[src/rtl/cpu_pkg.sv]
// Shared types and constants for the instruction fetch front end.
package cpu_pkg;

  localparam int XLEN = 32;
  localparam int ILEN = 32;

  localparam logic [XLEN-1:0] PC_STEP          = 32'd4;
  localparam logic [XLEN-1:0] RESET_PC_DEFAULT = 32'h0000_0000;

  typedef enum logic [1:0] {
    ST_FETCH = 2'd0,
    ST_RETRY = 2'd1,
    ST_VALID = 2'd2
  } fetch_state_t;

  // Clears the byte-offset bits so a redirect always lands on a word.
  function automatic logic [XLEN-1:0] alignWord(input logic [XLEN-1:0] addr);
    return {addr[XLEN-1:2], 2'b00};
  endfunction

endpackage

[src/rtl/pc_next_sel.sv]
// Next-PC selection: jump beats branch beats sequential, with word alignment of redirects.
module pc_next_sel
  import cpu_pkg::*;
(
  input  logic [XLEN-1:0] i_pc,
  input  logic            i_jump,
  input  logic [XLEN-1:0] i_jump_target,
  input  logic            i_branch_taken,
  input  logic [XLEN-1:0] i_branch_target,
  output logic [XLEN-1:0] o_next_pc,
  output logic [XLEN-1:0] o_pc_plus4,
  output logic            o_misalign_hit
);

  logic [XLEN-1:0] w_pcPlus4;

  assign w_pcPlus4  = i_pc + PC_STEP;
  assign o_pc_plus4 = w_pcPlus4;

  // The misalign hit only reflects the target that actually wins selection.
  always_comb begin
    o_next_pc      = w_pcPlus4;
    o_misalign_hit = 1'b0;
    if (i_jump) begin
      o_next_pc      = alignWord(i_jump_target);
      o_misalign_hit = |i_jump_target[1:0];
    end else if (i_branch_taken) begin
      o_next_pc      = alignWord(i_branch_target);
      o_misalign_hit = |i_branch_target[1:0];
    end
  end

endmodule

[src/rtl/pc_fetch_ctrl.sv]
// Program counter and single-outstanding instruction fetch with timeout/retry,
// handing each instruction to decode over a valid/ready handshake.
module pc_fetch_ctrl
  import cpu_pkg::*;
#(
  parameter logic [XLEN-1:0] RESET_PC = RESET_PC_DEFAULT,
  parameter int              TIMEOUT  = 16
) (
  input  logic            clk_i,
  input  logic            rst_i,
  output logic            imem_req_o,
  output logic [XLEN-1:0] imem_addr_o,
  input  logic            imem_ack_i,
  input  logic [ILEN-1:0] imem_data_i,
  output logic [ILEN-1:0] instr_o,
  output logic            instr_valid_o,
  input  logic            instr_ready_i,
  input  logic            jump_i,
  input  logic [XLEN-1:0] jump_target_i,
  input  logic            branch_taken_i,
  input  logic [XLEN-1:0] branch_target_i,
  output logic [XLEN-1:0] pc_o,
  output logic [XLEN-1:0] pc_plus4_o,
  output logic [3:0]      pc_upper_o,
  output logic            misalign_o,
  output logic            timeout_o
);

  localparam logic [7:0] WAIT_LAST = 8'(TIMEOUT - 1);

  fetch_state_t    r_state;
  fetch_state_t    w_nextState;
  logic [XLEN-1:0] r_pc;
  logic [ILEN-1:0] r_instr;
  logic [7:0]      r_waitCnt;
  logic            r_misalign;
  logic            r_timeout;

  logic [XLEN-1:0] w_nextPc;
  logic [XLEN-1:0] w_pcPlus4;
  logic            w_misalignHit;
  logic            w_accept;
  logic            w_waitExpired;

  pc_next_sel u_pc_next_sel (
    .i_pc            (r_pc),
    .i_jump          (jump_i),
    .i_jump_target   (jump_target_i),
    .i_branch_taken  (branch_taken_i),
    .i_branch_target (branch_target_i),
    .o_next_pc       (w_nextPc),
    .o_pc_plus4      (w_pcPlus4),
    .o_misalign_hit  (w_misalignHit)
  );

  assign w_accept      = (r_state == ST_VALID) && instr_ready_i;
  assign w_waitExpired = (r_state == ST_FETCH) && !imem_ack_i && (r_waitCnt == WAIT_LAST);

  always_comb begin
    w_nextState = r_state;
    case (r_state)
      ST_FETCH: begin
        if (imem_ack_i)         w_nextState = ST_VALID;
        else if (w_waitExpired) w_nextState = ST_RETRY;
      end
      ST_RETRY: w_nextState = ST_FETCH;
      ST_VALID: if (instr_ready_i) w_nextState = ST_FETCH;
      default:  w_nextState = ST_FETCH;
    endcase
  end

  always_ff @(posedge clk_i) begin
    if (rst_i) begin
      r_state    <= ST_FETCH;
      r_pc       <= RESET_PC;
      r_instr    <= '0;
      r_waitCnt  <= '0;
      r_misalign <= 1'b0;
      r_timeout  <= 1'b0;
    end else begin
      r_state <= w_nextState;
      if (r_state == ST_FETCH) begin
        if (imem_ack_i) begin
          r_instr   <= imem_data_i;
          r_waitCnt <= '0;
        end else if (w_waitExpired) begin
          r_waitCnt <= '0;
          r_timeout <= 1'b1;
        end else begin
          r_waitCnt <= r_waitCnt + 8'd1;
        end
      end
      if (w_accept) begin
        r_pc <= w_nextPc;
        if (w_misalignHit) r_misalign <= 1'b1;
      end
    end
  end

  // Request is gated by reset so a pending fetch disappears the moment reset is seen.
  assign imem_req_o    = (r_state == ST_FETCH) && !rst_i;
  assign imem_addr_o   = r_pc;
  assign instr_o       = r_instr;
  assign instr_valid_o = (r_state == ST_VALID);
  assign pc_o          = r_pc;
  assign pc_plus4_o    = w_pcPlus4;
  assign pc_upper_o    = w_pcPlus4[31:28];
  assign misalign_o    = r_misalign;
  assign timeout_o     = r_timeout;

endmodule

[config.mk]
export PLATFORM = sky130hd
export DESIGN_NAME = pc_fetch_ctrl
export DESIGN_NICKNAME = d
export VERILOG_FILES = /design/src/rtl/cpu_pkg.sv /design/src/rtl/pc_next_sel.sv /design/src/rtl/pc_fetch_ctrl.sv
export SDC_FILE = /design/constraint.sdc
export NUM_CORES = 1
export LEC_CHECK = 0
export ABC_AREA = 1
export BUFFER_PORTS_ARGS = -buffer_cell sky130_fd_sc_hd__buf_2
export CORE_MARGIN = 2
export CORE_UTILIZATION = 49
export CTS_CLUSTER_DIAMETER = 80
export DETAILED_ROUTE_END_ITERATION = 6
export PLACE_DENSITY_LB_ADDON = 0.1
export SETUP_SLACK_MARGIN = 0.4
export SLEW_MARGIN = 20
export SYNTH_ARGS = -nofsm -noshare
export SYNTH_HDL_FRONTEND = slang
export SYNTH_SLANG_ARGS = --single-unit
export TNS_END_PERCENT = 1
[constraint.sdc]
create_clock -name clk_i -period 3.2 [get_ports clk_i]
set_input_delay 0.64 -clock clk_i [delete_from_list [all_inputs] [get_ports clk_i]]
set_output_delay 0.64 -clock clk_i [all_outputs]
set_load 0.01 [all_outputs]
==> results of run 1 <==
flip-flops by register name, indices dropped and copies added, names as in the netlist:
| signal | flops |
|---|---|
| misalign_o | 1 |
| timeout_o | 1 |
| r_waitCnt | 8 |
| imem_addr_o | 30 |
| r_state | 2 |
| instr_o | 32 |
metal layers:
metal / GRT usage [%] / vias up / wire [um]
li1: - / 2604 / -
met1: 32.26 / 2295 / 5597
met2: 49.58 / 205 / 6741
met3: 5.571 / 18 / 1033
met4: 8.746 / 0 / 184
met5: 0 / - / 0
synthesized netlist by cell type (all sizes together), types with 3 or more instances:
library cell / count / area share [%]
nand3b: 3 / 0.50
inv: 44 / 3.7
a21oi: 68 / 7.6
buf: 51 / 8.0
nand4: 3 / 0.42
xnor2: 4 / 0.78
nand3: 32 / 3.6
nand2: 138 / 12
nor2: 173 / 16
o21ai: 86 / 9.6
clkbuf: 20 / 2.0
xor2: 5 / 0.97
dfxtp: 74 / 33
path summary, 6_finish.rpt:
| check | end | slack (ns) | depth (start not counted) |
|---|---|---|---|
| worst max-delay path | pc_upper_o[2] | 0.63 | 9 |
| worst min-delay path | misalign_o$_SDFFE_PP0P_ | 0.46 | 2 |
| worst max register to register | misalign_o$_SDFFE_PP0P_ | 1.43 | 6 |
| worst min register to register | misalign_o$_SDFFE_PP0P_ | 0.46 | 2 |
cells by family after synthesis:
family | count (synthesis)
simple gates | 353
xor+xnor | 9
flops | 74
other cells | 1
fa+ha+maj | 2
buf+inv | 117
compound gates | 158
power by group:
part           internal [mW]  switching (mW)
logic                  0.183           0.262
clock network          0.369           0.386
registers              0.979          0.0566
critical path, cell delays in order (launching register included):
cell and delay, ns:
dfxtp_1 0.41, ha_1 0.24, nand2_1 0.11, nor2_4 0.14, nand2_2 0.13, nor2_2 0.15
nand2_1 0.07, nand2_1 0.08, nand2_1 0.11, buf_2 0.16
what timing repair did:
item | CTS | global route
setup endpoints to repair | 0 | 2
hold endpoints to repair | 0 | 0
gates resized for setup | 0 | 1
layout make-up:
cell class / instances / share of cell area [%]
sequential: 74 / 26.49
tap: 108 / 2.414
clock buffer: 10 / 2.280
clock inverter: 6 / 1.296
timing repair buffer: 237 / 21.46
multi-input combinational: 528 / 43.05
inverter: 45 / 3.017
stage by stage:
stage	power, mW	utilization [%]	setup WS [ns]
3_5_place_dp	1.501	61.28	0.9958
4_1_cts	2.263	63.55	0.5925
3_3_place_gp	1.495	61.28	1.057
5_1_grt	2.356	63.57	0.4626
6_report	2.236	63.57	0.6304
2_1_floorplan	1.329	-	1.072
==> results summary, run 1 <==
Of the total synthesized cell area, the portion taken by AND, OR, NAND and NOR gates is between 30% and 40%. The sequential fraction of the synthesis area came out at 32.92%. The number of instances in the synthesized netlist came out at 714. The critical path starts at imem_addr_o[3]$_SDFFE_PP0P_. The number of placement rows is 34. TritonCTS built the clock tree.

The hold-fix buffer count after cts is 0. The distinct cell type count of the synthesized netlist is 36. The kind of path behind the tightest hold check is reg -> reg. The floorplan step defined a core boundary enclosing 8806 um^2.

The storage element area is 1483 um^2. The arithmetic-cell share of the synthesized area counting full adders, half adders and majority gates came out at less than 1%. In the layout the commonest cells are 231 x buf_2, 163 x nor2_1, 133 x nand2_1, 82 x o21ai_0, 73 x dfxtp_1. The first-pass GRT wire length is between 20000 and 25000 um.

The worst setup path is launched from a flop. The areal power density over the cells came out at between 300 and 400 nW/um^2. The number of antenna violations at the first check in global routing came out at 0. The number of warning messages in the yosys log is 0. Leaving out fill and tap cells, the most frequent cell in the layout is buf_2.

The area of all placed cells without fillers came out at roughly 5600 um^2. The multiplexer share of the synthesized area came out at 0%. The tree is rooted in a clkbuf_8. The post-placement cell area came out at 5396 um^2. Setup repair after global routing left no endpoint under its margin. The worst path uses approximately 80% of the clock period. The non-filler instance count after layout came out at slightly above 1000. The post-synthesis instance area came out at 4501 um^2. The origin of the critical flop-to-flop path is r_state[1]$_SDFFE_PP0P_. The count of max-cap constraint violations came out at 0.

The die outline height is 99.84 um. The critical path start-end classification is reg -> out. The insertion delay of the later-clocked pin in the worst-skew pair came out at roughly 0.35 ns. The launch instance of the worst min-delay path is misalign_o$_SDFFE_PP0P_.

The post-synthesis area per instance is 6.303 um^2. The clock passes through at most 2 buffers. The number of iterations in the first detailed-routing pass is 4.

For this configuration, the core starts out at a cell density of between 50% and 60%. In this run the count of I/O pins placed on the die edge is ~240. The count of routing violations after the opening detailed-route iteration came out at around 160. The average via count per standard cell is between 5 and 6. The TritonCTS buffer count is 9. The area overhead of the layout relative to synthesis came out at 24.38%.

The worst endpoint data arrival time came out at between 1.5 and 2 ns. The post-route worst hold slack is roughly 0.46 ns. The post-detailed-route count of antenna-violating nets is 0. In the synthesized netlist the dominant register cell turns out to be dfxtp_1. CTS saw between 70 and 80 sinks. The final wirelength is ~14000 um. The remaining global-route overflow is 0. The register clock-pin slew on the reported worst setup and hold paths came out at ~0.10 ns. The total routing resource utilization after global routing is 27.32%.

The floorplan step defined a die boundary enclosing between 9000 and 10000 um^2. Summing the areas of all compound-gate instances in the mapped netlist gives 17.93% of the synthesized area. Across all layers, the routed design uses 5122 vias.

At the end of routability-driven placement, the weighted congestion stood at between 0.9 and 1. The number of instances in the placed design is between 900 and 1000. The post-synthesis register bit count is 74. The leakage power total is between 2 and 3 nW. After routing, the total negative slack on setup checks comes to 0 ns. The number of port buffers came out at approximately 230. The synthesized netlist devotes under 10% of its cell area to XOR and XNOR gates. The flow ran to the end, and the final reports show no timing, DRC or antenna violations. After synthesis, the largest family of logic cells by area is simple AND/OR/NAND/NOR gates.

The count of pins over their slew limit came out at 0. The number of global-route vias before repair is roughly 4900. The detailed-route DRC error count is 0. The antenna diode count came out at 0. The final net count is 999.

After synthesis, the share of flip-flops with an asynchronous set or reset is 0%. The largest vdd supply drop came out at ~260 uV. The transition time of the tightest slew-check pin came out at about 0.95 ns.

The fraction of layout cells with a size suffix above 1 came out at roughly 30%. The x dimension of the die is ~100 um. The sum of net half-perimeters after detailed placement came out at between 10000 and 15000 um.

Once the clock tree was built, the setup fixing pass inserted 0 buffers. The largest net degree at the start of global routing came out at 36. Setup violations remaining at the end of the flow were counted as 0. In this run the worst path has a maximum fanout of 6. For the worst setup path, the data required time is 2.56 ns.

Fill cells in the final layout number about 890. The element type at the critical path end is a primary output. The post-route clock skew is around 0.018 ns. The count of flip-flops with a built-in enable after synthesis is 0. The minimum clock period is 2.570 ns.

The average wire length per cell after detail routing came out at around 13 um. Timing would allow up to 389.2 MHz. Headroom to the max-slew limit came out at 36.27%.

The count of final hold-check violations came out at 0. The area of combinational cells with multiple inputs is roughly 2400 um^2. The H-tree was split into 3 levels.
Note: power is estimated with default switching activity, not from simulation.
==> run 2, diff against run 1 <==
- CORE_UTILIZATION: 49 -> 41
- clock period: 3.2 -> 2.1 ns (I/O delays scaled with it)
==> results summary, run 2 (synthesized netlist as in run 1, its figures left out) <==
The worst setup path is of the reg -> out kind. The die outline height came out at 108.8 um (+8.9%). The count of routing violations after the opening detailed-route iteration is 252 (+63%). The detailed-route DRC error count is 0 (unchanged). The ratio of final minimum period to clock period came out at 103.2%. The post-route clock skew is 0.01299 ns (-0.004552 ns). The global placement routability congestion came out at 0.8676 (-4.2%). The post-detailed-route count of antenna-violating nets is 0 (unchanged). The number of placement rows is 38 (+12%). The net switching power came out at 1.089 mW (+55%). The required time reported for the critical path endpoint is 1.68 ns (-0.88 ns).

The sum of net half-perimeters after detailed placement came to 11160 um (+9.5%). The transition time of the tightest slew-check pin came to 0.7238 ns (-0.2311 ns). The remaining global-route overflow is 0 (unchanged). The I/O pin count is 238 (unchanged).

The fraction of power consumed by combinational cells came out at 21.4% (+1.5 points). The number of sinks on the clock net came out at 74 (unchanged). The number of port buffers is 231 (unchanged). The full die area is 11830 um^2 (+19%). The cell sitting at the root of the clock tree is a clkbuf_8. The hold-fix buffer count after cts is 0 (unchanged).

The flow ran to the end, but the final reports show violations. The library cells used most frequently in the layout, excluding fill and tap cells, are 229 x buf_2, 131 x nor2_1, 121 x nand2_1, 82 x o21ai_0, 67 x a21oi_1. The count of pins over their slew limit was 0 (unchanged).

The average wire length per cell after detail routing is 13.81 um (+2.7%). The final wirelength came out at 14560 um (+7.4%). The worst setup path is captured at a primary output. Setup repair after global routing could not meet its margin everywhere.

The slack of the critical path is -0.06662 ns (-0.6970 ns). The number of antenna violations at the first check in global routing came out at 0 (unchanged). The number of global-route vias before repair was 4881 (-0.10%).

The biggest fanout along the worst timing path came out at 6 (unchanged). The x dimension of the die is 108.8 um (+8.9%). The non-filler instance count after layout is 1054 (+4.6%). The count of max-cap constraint violations came out at 0 (unchanged). The placeable core area came out at 10790 um^2 (+23%). The vias after detailed routing came out at 5228 (+2.1%).

The antenna diode count is 0 (unchanged). The worst setup slack for register-to-register paths is 0.29 ns (-1.14 ns). The number of fill cells in the layout is 1063 (+19%). The first-pass GRT wire length is 22870 um (+2.4%).

The internal portion of total power came to 2.388 mW (+56%). The buffer levels on the longest clock path came out at 2 (unchanged). The upper clock frequency limit came out at about 460 MHz. The minimum clock period is 2.167 ns. STA classifies the critical path startpoint as a flop. TritonCTS built the clock tree. The min-delay analysis places its worst path in the category in -> reg. The most common library cell in the layout ignoring fill and taps is buf_2. The headroom to the max-slew limit came to 51.64% (+15 points).

The flip-flop count of the largest register, all copies and words added was 32 (unchanged). The insertion delay of the later-clocked pin in the worst-skew pair is 0.36 ns (about the same). The final net count is 1014 (+1.5%).

The register clock-pin slew on the reported worst setup and hold paths is 0.09 ns (about the same). The worst endpoint data arrival time came out at 1.75 ns (-0.18 ns). The total routing resource utilization after global routing is 24.47% (-2.9 points). The average via count per standard cell is 4.960 (-2.4%). The number of instances in the placed design is 1035 (+4.3%). The number of iterations in the first detailed-routing pass is 4 (unchanged). The count of final hold-check violations came to 0 (unchanged).

The power share of the sequential group came to 45.3% (-1.0 points). The initial cell density of the core came out at 41.70% (-9.4 points). The largest net degree at the start of global routing came to 34 (-5.6%). The areal power density over the cells is 577.3 nW/um^2 (+45%). The depth of the CTS H-tree is 3 (unchanged). The largest vdd supply drop is 351.1 uV (+37%). The leakage power total came out at 2.969 nW (+3.4%). The switching part of the total power is 31.32% (-0.18 points). The part of the total power dissipated in the clock network is 33.3% (-0.5 points). The TritonCTS buffer count is 9 (unchanged).

The total setup violations reported at the end of the flow came out at 10 (+10). The area overhead of the layout relative to synthesis came out at 33.83%. The post-route worst hold slack came out at 0.2591 ns (-0.1994 ns). The fraction of layout cells with a size suffix above 1 came to 39.50% (+9.4 points). The final reports fail on setup timing.
==> run 2: critical path, cell delays in order (launching register included) <==
cell     delay (ns)
dfxtp_4        0.37
ha_4           0.16
nand2_4        0.05
nor2_4         0.17
nand2_4        0.12
nor2_4         0.16
nand2_2        0.07
nand2_2        0.09
nand2_4        0.07
buf_6          0.12
==> run 2: metal layers <==
layer	wire [um]	track usage [%]	vias up
li1	-	-	2647
met1	5966	29.23	2360
met2	7253	43.26	204
met3	1097	5.380	17
met4	239	8.333	0
met5	0	0	-
==> run 2: cell type report <==
| type | instances | area [um^2] | share of cell area [%] |
|---|---|---|---|
| Timing Repair Buffer | 252 | 1326 | 22.02 |
| Sequential cell | 74 | 1545 | 25.65 |
| Clock buffer | 10 | 137.6 | 2.285 |
| Tap cell | 140 | 175.2 | 2.908 |
| Inverter | 45 | 177.7 | 2.950 |
| Multi-Input combinational cell | 528 | 2599 | 43.14 |
| Clock inverter | 5 | 62.56 | 1.039 |
==> run 2: what timing repair did <==
action | CTS | global route
endpoints found under the setup margin | 37 | 66
gates resized for setup | 44 | 46
pin swaps | 10 | 76
setup buffers | 4 | 0
cloned | 0 | 0
==> run 2: power groups by stage <==
stage | combinational [mW] | clock, mW | sequential (mW)
after floorplan | 0.394 | 0 | 1.63
after global placement | 0.707 | 0 | 1.60
after detailed placement | 0.712 | 0 | 1.60
after CTS | 0.727 | 1.18 | 1.58
after global routing | 0.832 | 1.25 | 1.59
final | 0.744 | 1.16 | 1.57
==> run 2: path summary, 6_finish.rpt <==
check,from,end,cells past startpoint
max,imem_addr_o[2]$_SDFFE_PP0P_,pc_plus4_o[30],9
min,imem_data_i[20],instr_o[20]$_SDFFE_PP0P_,3
min reg2reg,misalign_o$_SDFFE_PP0P_,misalign_o$_SDFFE_PP0P_,2
max reg2reg,r_state[1]$_SDFFE_PP0P_,instr_o[7]$_SDFFE_PP0P_,6
==> run 2: stage by stage <==
step	util, %	power, mW	cell area [um^2]	setup WS [ns]	setup TNS (ns)
final	55.81	3.477	6023	-0.06662	-0.3023
after global routing	55.81	3.671	6023	-0.1598	-2.779
after CTS	54.64	3.486	5897	-0.07099	-0.4093
after detailed placement	51.51	2.316	5559	0.2365	0
after global placement	51.51	2.306	5559	0.2586	0
after floorplan	-	2.027	4559	0.3827	0
==> run 3, diff against run 2 <==
- ABC_AREA: 1 -> unset
- REMOVE_ABC_BUFFERS: unset -> 1
==> results summary, run 3 <==
The minimum clock period came out at 2.703 ns (+0.5365 ns). The worst setup slack for register-to-register paths is -0.20 ns (-0.49 ns). The origin of the critical flop-to-flop path is imem_addr_o[3]$_SDFFE_PP0P_. The post-route clock skew is 0.01358 ns (+0.0005860 ns).

The number of instances in the synthesized netlist is 571 (-20%). After synthesis, the cell types taking the most area are dfxtp_1 34%, nand2_1 8.3%, a21oi_1 7.7%. The number of fill cells in the layout came to 976 (-8.2%).

The number of port buffers is 231 (unchanged). The remaining global-route overflow came out at 0 (unchanged). The I/O pin count came out at 238 (unchanged). The upper clock frequency limit is 369.9 MHz (-20%). The total negative setup slack is -8.500 ns (-8.198 ns). The number of global-route vias before repair is 4505 (-7.7%).

The required time reported for the critical path endpoint came out at 1.68 ns (about the same). The full die area is 11400 um^2 (-3.6%). The critical path in this run is classified as reg -> out. The final wirelength came out at 15100 um (+3.7%). The count of routing violations after the opening detailed-route iteration is 284 (+13%).

The biggest fanout along the worst timing path came to 2 (-4). The TritonCTS buffer count is 9 (unchanged). The distinct cell type count of the synthesized netlist came out at 56 (+56%). The fraction of layout cells with a size suffix above 1 is 47.30% (+7.8 points). The areal power density over the cells came out at 540.3 nW/um^2 (-6.4%). The antenna diode count came out at 0 (unchanged). The critical path startpoint category is a flop.

The number of warning messages in the yosys log was 0 (unchanged). The tree is rooted in a clkbuf_8. The die outline height came to 106.8 um (-1.8%). The number of sinks on the clock net came out at 74 (unchanged). The depth of the CTS H-tree is 3 (unchanged). The number of instances in the placed design is 934 (-9.8%). The count of cells along the worst hold path is 3 (unchanged).

The final reports fail on setup timing. The count of flip-flops with a built-in enable after synthesis came out at 0 (unchanged). The insertion delay of the later-clocked pin in the worst-skew pair is 0.37 ns (about the same).

The logic depth of the worst register-to-register path is 7 (+1). The CTS tree is done. The ratio of final minimum period to clock period is 128.7% (+26 points).

The flow ran to the end, but the final reports show violations. The startpoint identified for the worst hold timing path is imem_data_i[20]. The post-detailed-route count of antenna-violating nets came out at 0 (unchanged). The first-pass GRT wire length came out at 22830 um (-0.18%). The largest net degree at the start of global routing is 33 (-2.9%). The library cell used most frequently in the layout, excluding fill and tap cells, is buf_2. Counting instances in the post-synthesis netlist gives the leading cell types as 96 x nand2_1, 74 x dfxtp_1, 67 x a21oi_1. The element type at the critical path end is a primary output. The flip-flop count of the largest register, all copies and words added is 32 (unchanged). By instance count, the leading cell after synthesis is nand2_1. The register clock-pin slew on the reported worst setup and hold paths came to 0.09 ns (about the same). The top flip-flop cell by instance count after synthesis is dfxtp_1. The hold-fix buffer count after cts is 0 (unchanged). The largest vdd supply drop is 624.0 uV (+78%). The number of iterations in the first detailed-routing pass is 7 (+3). The vias after detailed routing is 4999 (-4.4%). The average via count per standard cell was 5.262 (+6.1%). The number of antenna violations at the first check in global routing is 1 (+1). The x dimension of the die is 106.8 um (-1.8%). The count of max-cap constraint violations came out at 0 (unchanged).

The count of final hold-check violations came to 0 (unchanged). The capturing point of the worst reg2reg path is imem_addr_o[27]$_SDFFE_PP0P_. The post-synthesis instance area is 4330 um^2 (-3.8%).

The worst hold endpoint is instr_o[20]$_SDFFE_PP0P_. The number of placement rows is 37 (-2.6%). The slack of the critical path is -0.6031 ns (-0.5365 ns).

The leakage power total was 3.116 nW (+4.9%). The post-synthesis area per instance came out at 7.584 um^2 (+20%). The sequential fraction of the synthesis area came out at 34.21% (+1.3 points).

Of all cell types, the one taking the most synthesized area is dfxtp_1. The top cell types in the final layout, fill and taps aside, are 231 x buf_2, 91 x nand2_1, 67 x a21oi_1, 65 x buf_4, 64 x dfxtp_1. The global placement routability congestion came out at 0.9101 (+4.9%). The count of pins over their slew limit is 0 (unchanged). The average wire length per cell after detail routing was 15.89 um (+15%).

The sum of net half-perimeters after detailed placement is 11260 um (+0.85%). The non-filler instance count after layout came out at 950 (-9.9%). The area overhead of the layout relative to synthesis came out at 45.59%. The final net count is 913 (-10%). The post-route worst hold slack came to 0.2778 ns (+0.01871 ns).

The total setup violations reported at the end of the flow was 26 (+16). The tightest min-delay check is of the in -> reg type. The initial cell density of the core came out at 42.14% (+0.44 points).

The buffer levels on the longest clock path is 2 (unchanged). The worst endpoint data arrival time came out at 2.28 ns (+0.53 ns). The top cell type's share of synthesized area is 34.21% (+1.3 points). The total routing resource utilization after global routing came to 25.07% (+0.60 points). The detailed-route DRC error count came out at 0 (unchanged).

The fraction of registers with async set/reset is 0% (unchanged). The post-synthesis register bit count is 74 (unchanged). Setup repair after global routing could not meet its margin everywhere. The end-of-flow core utilization is 61.35% (+5.5 points).

The placeable core area was 10280 um^2 (-4.8%).
## run 3: changes by cell type in the layout (fill, tap and decap cells not counted), sizes merged, moves of 7 or more
cell,before,now
nor2,173,42
o21ai,86,20
buf,252,304
nand2,138,97
inv,44,20
nand3,32,14
xnor2,4,17
nor4,0,12
o32ai,0,8
o211ai,1,8
## run 3: worst max path at each step
stage / slack, ns / cells after the start / end / startpoint
3_3_place_gp: -0.32 / 6 / pc_upper_o[0] / imem_addr_o[2]$_SDFFE_PP0P_
3_5_place_dp: -0.35 / 6 / pc_upper_o[0] / imem_addr_o[2]$_SDFFE_PP0P_
6_report: -0.60 / 6 / pc_plus4_o[28] / imem_addr_o[2]$_SDFFE_PP0P_
5_1_grt: -0.66 / 6 / pc_upper_o[0] / imem_addr_o[2]$_SDFFE_PP0P_
2_1_floorplan: -0.68 / 5 / pc_plus4_o[28] / imem_addr_o[2]$_SDFFE_PP0P_
4_1_cts: -0.60 / 6 / pc_upper_o[0] / imem_addr_o[2]$_SDFFE_PP0P_
## run 3: cell type report
| class | instances | area (um^2) | share of cell area [%] |
|---|---|---|---|
| Timing Repair Buffer | 304 | 1734 | 27.51 |
| Sequential cell | 74 | 1496 | 23.73 |
| Inverter | 16 | 60.06 | 0.9526 |
| Tap cell | 136 | 170.2 | 2.699 |
| Clock inverter | 7 | 82.58 | 1.310 |
| Multi-Input combinational cell | 404 | 2638 | 41.83 |
| Clock buffer | 9 | 123.9 | 1.965 |
## run 3: per-layer routing
layer / wire length [um] / vias to the layer above / track usage, %
li1: - / 2455 / -
met1: 6167 / 2313 / 30.40
met2: 7521 / 217 / 44.09
met3: 1188 / 14 / 5.836
met4: 218 / 0 / 7.421
met5: 0 / - / 0
## run 3: logic make-up after synthesis
group	share of synthesized area (%)
muxes	0.9246
DFF	34.21
xor gates and xnor gates	5.461
other	0.08660
and+or+nand+nor	23.20
AOI/OAI and AO/OA	23.40
adders and majority gates	0.5778
buffers and inverters	12.14
## run 3: stage by stage
step                area, um^2  power, mW  worst slack, ns
global placement          5758      2.213          -0.3163
CTS                       6122      3.411          -0.5961
finish                    6305      3.407          -0.6031
detailed placement        5758      2.225          -0.3549
floorplan                 3884      1.842          -0.6753
global route              6305      3.557          -0.6604
## run 3: critical path, cell delays in order (launching register included)
cell and delay [ns]:
dfxtp_2 0.37, ha_4 0.16, nand3_4 0.08, or4_4 0.44
or4_4 0.55, xnor2_4 0.18, buf_2 0.16
## run 3: timing repair
item                                    4_1_cts  5_1_grt
buffers inserted                              0        0
endpoints found under the hold margin         0        0
endpoints found under the setup margin       52       69
gates resized for setup                      36       42
pin swaps                                    17       12
## run 3: power by group
part	switching, mW	total (mW)	internal (mW)	leakage, nW
registers	0.0449	1.51	1.47	0.609
logic	0.399	0.711	0.312	2.40
clock network	0.612	1.18	0.570	0.105
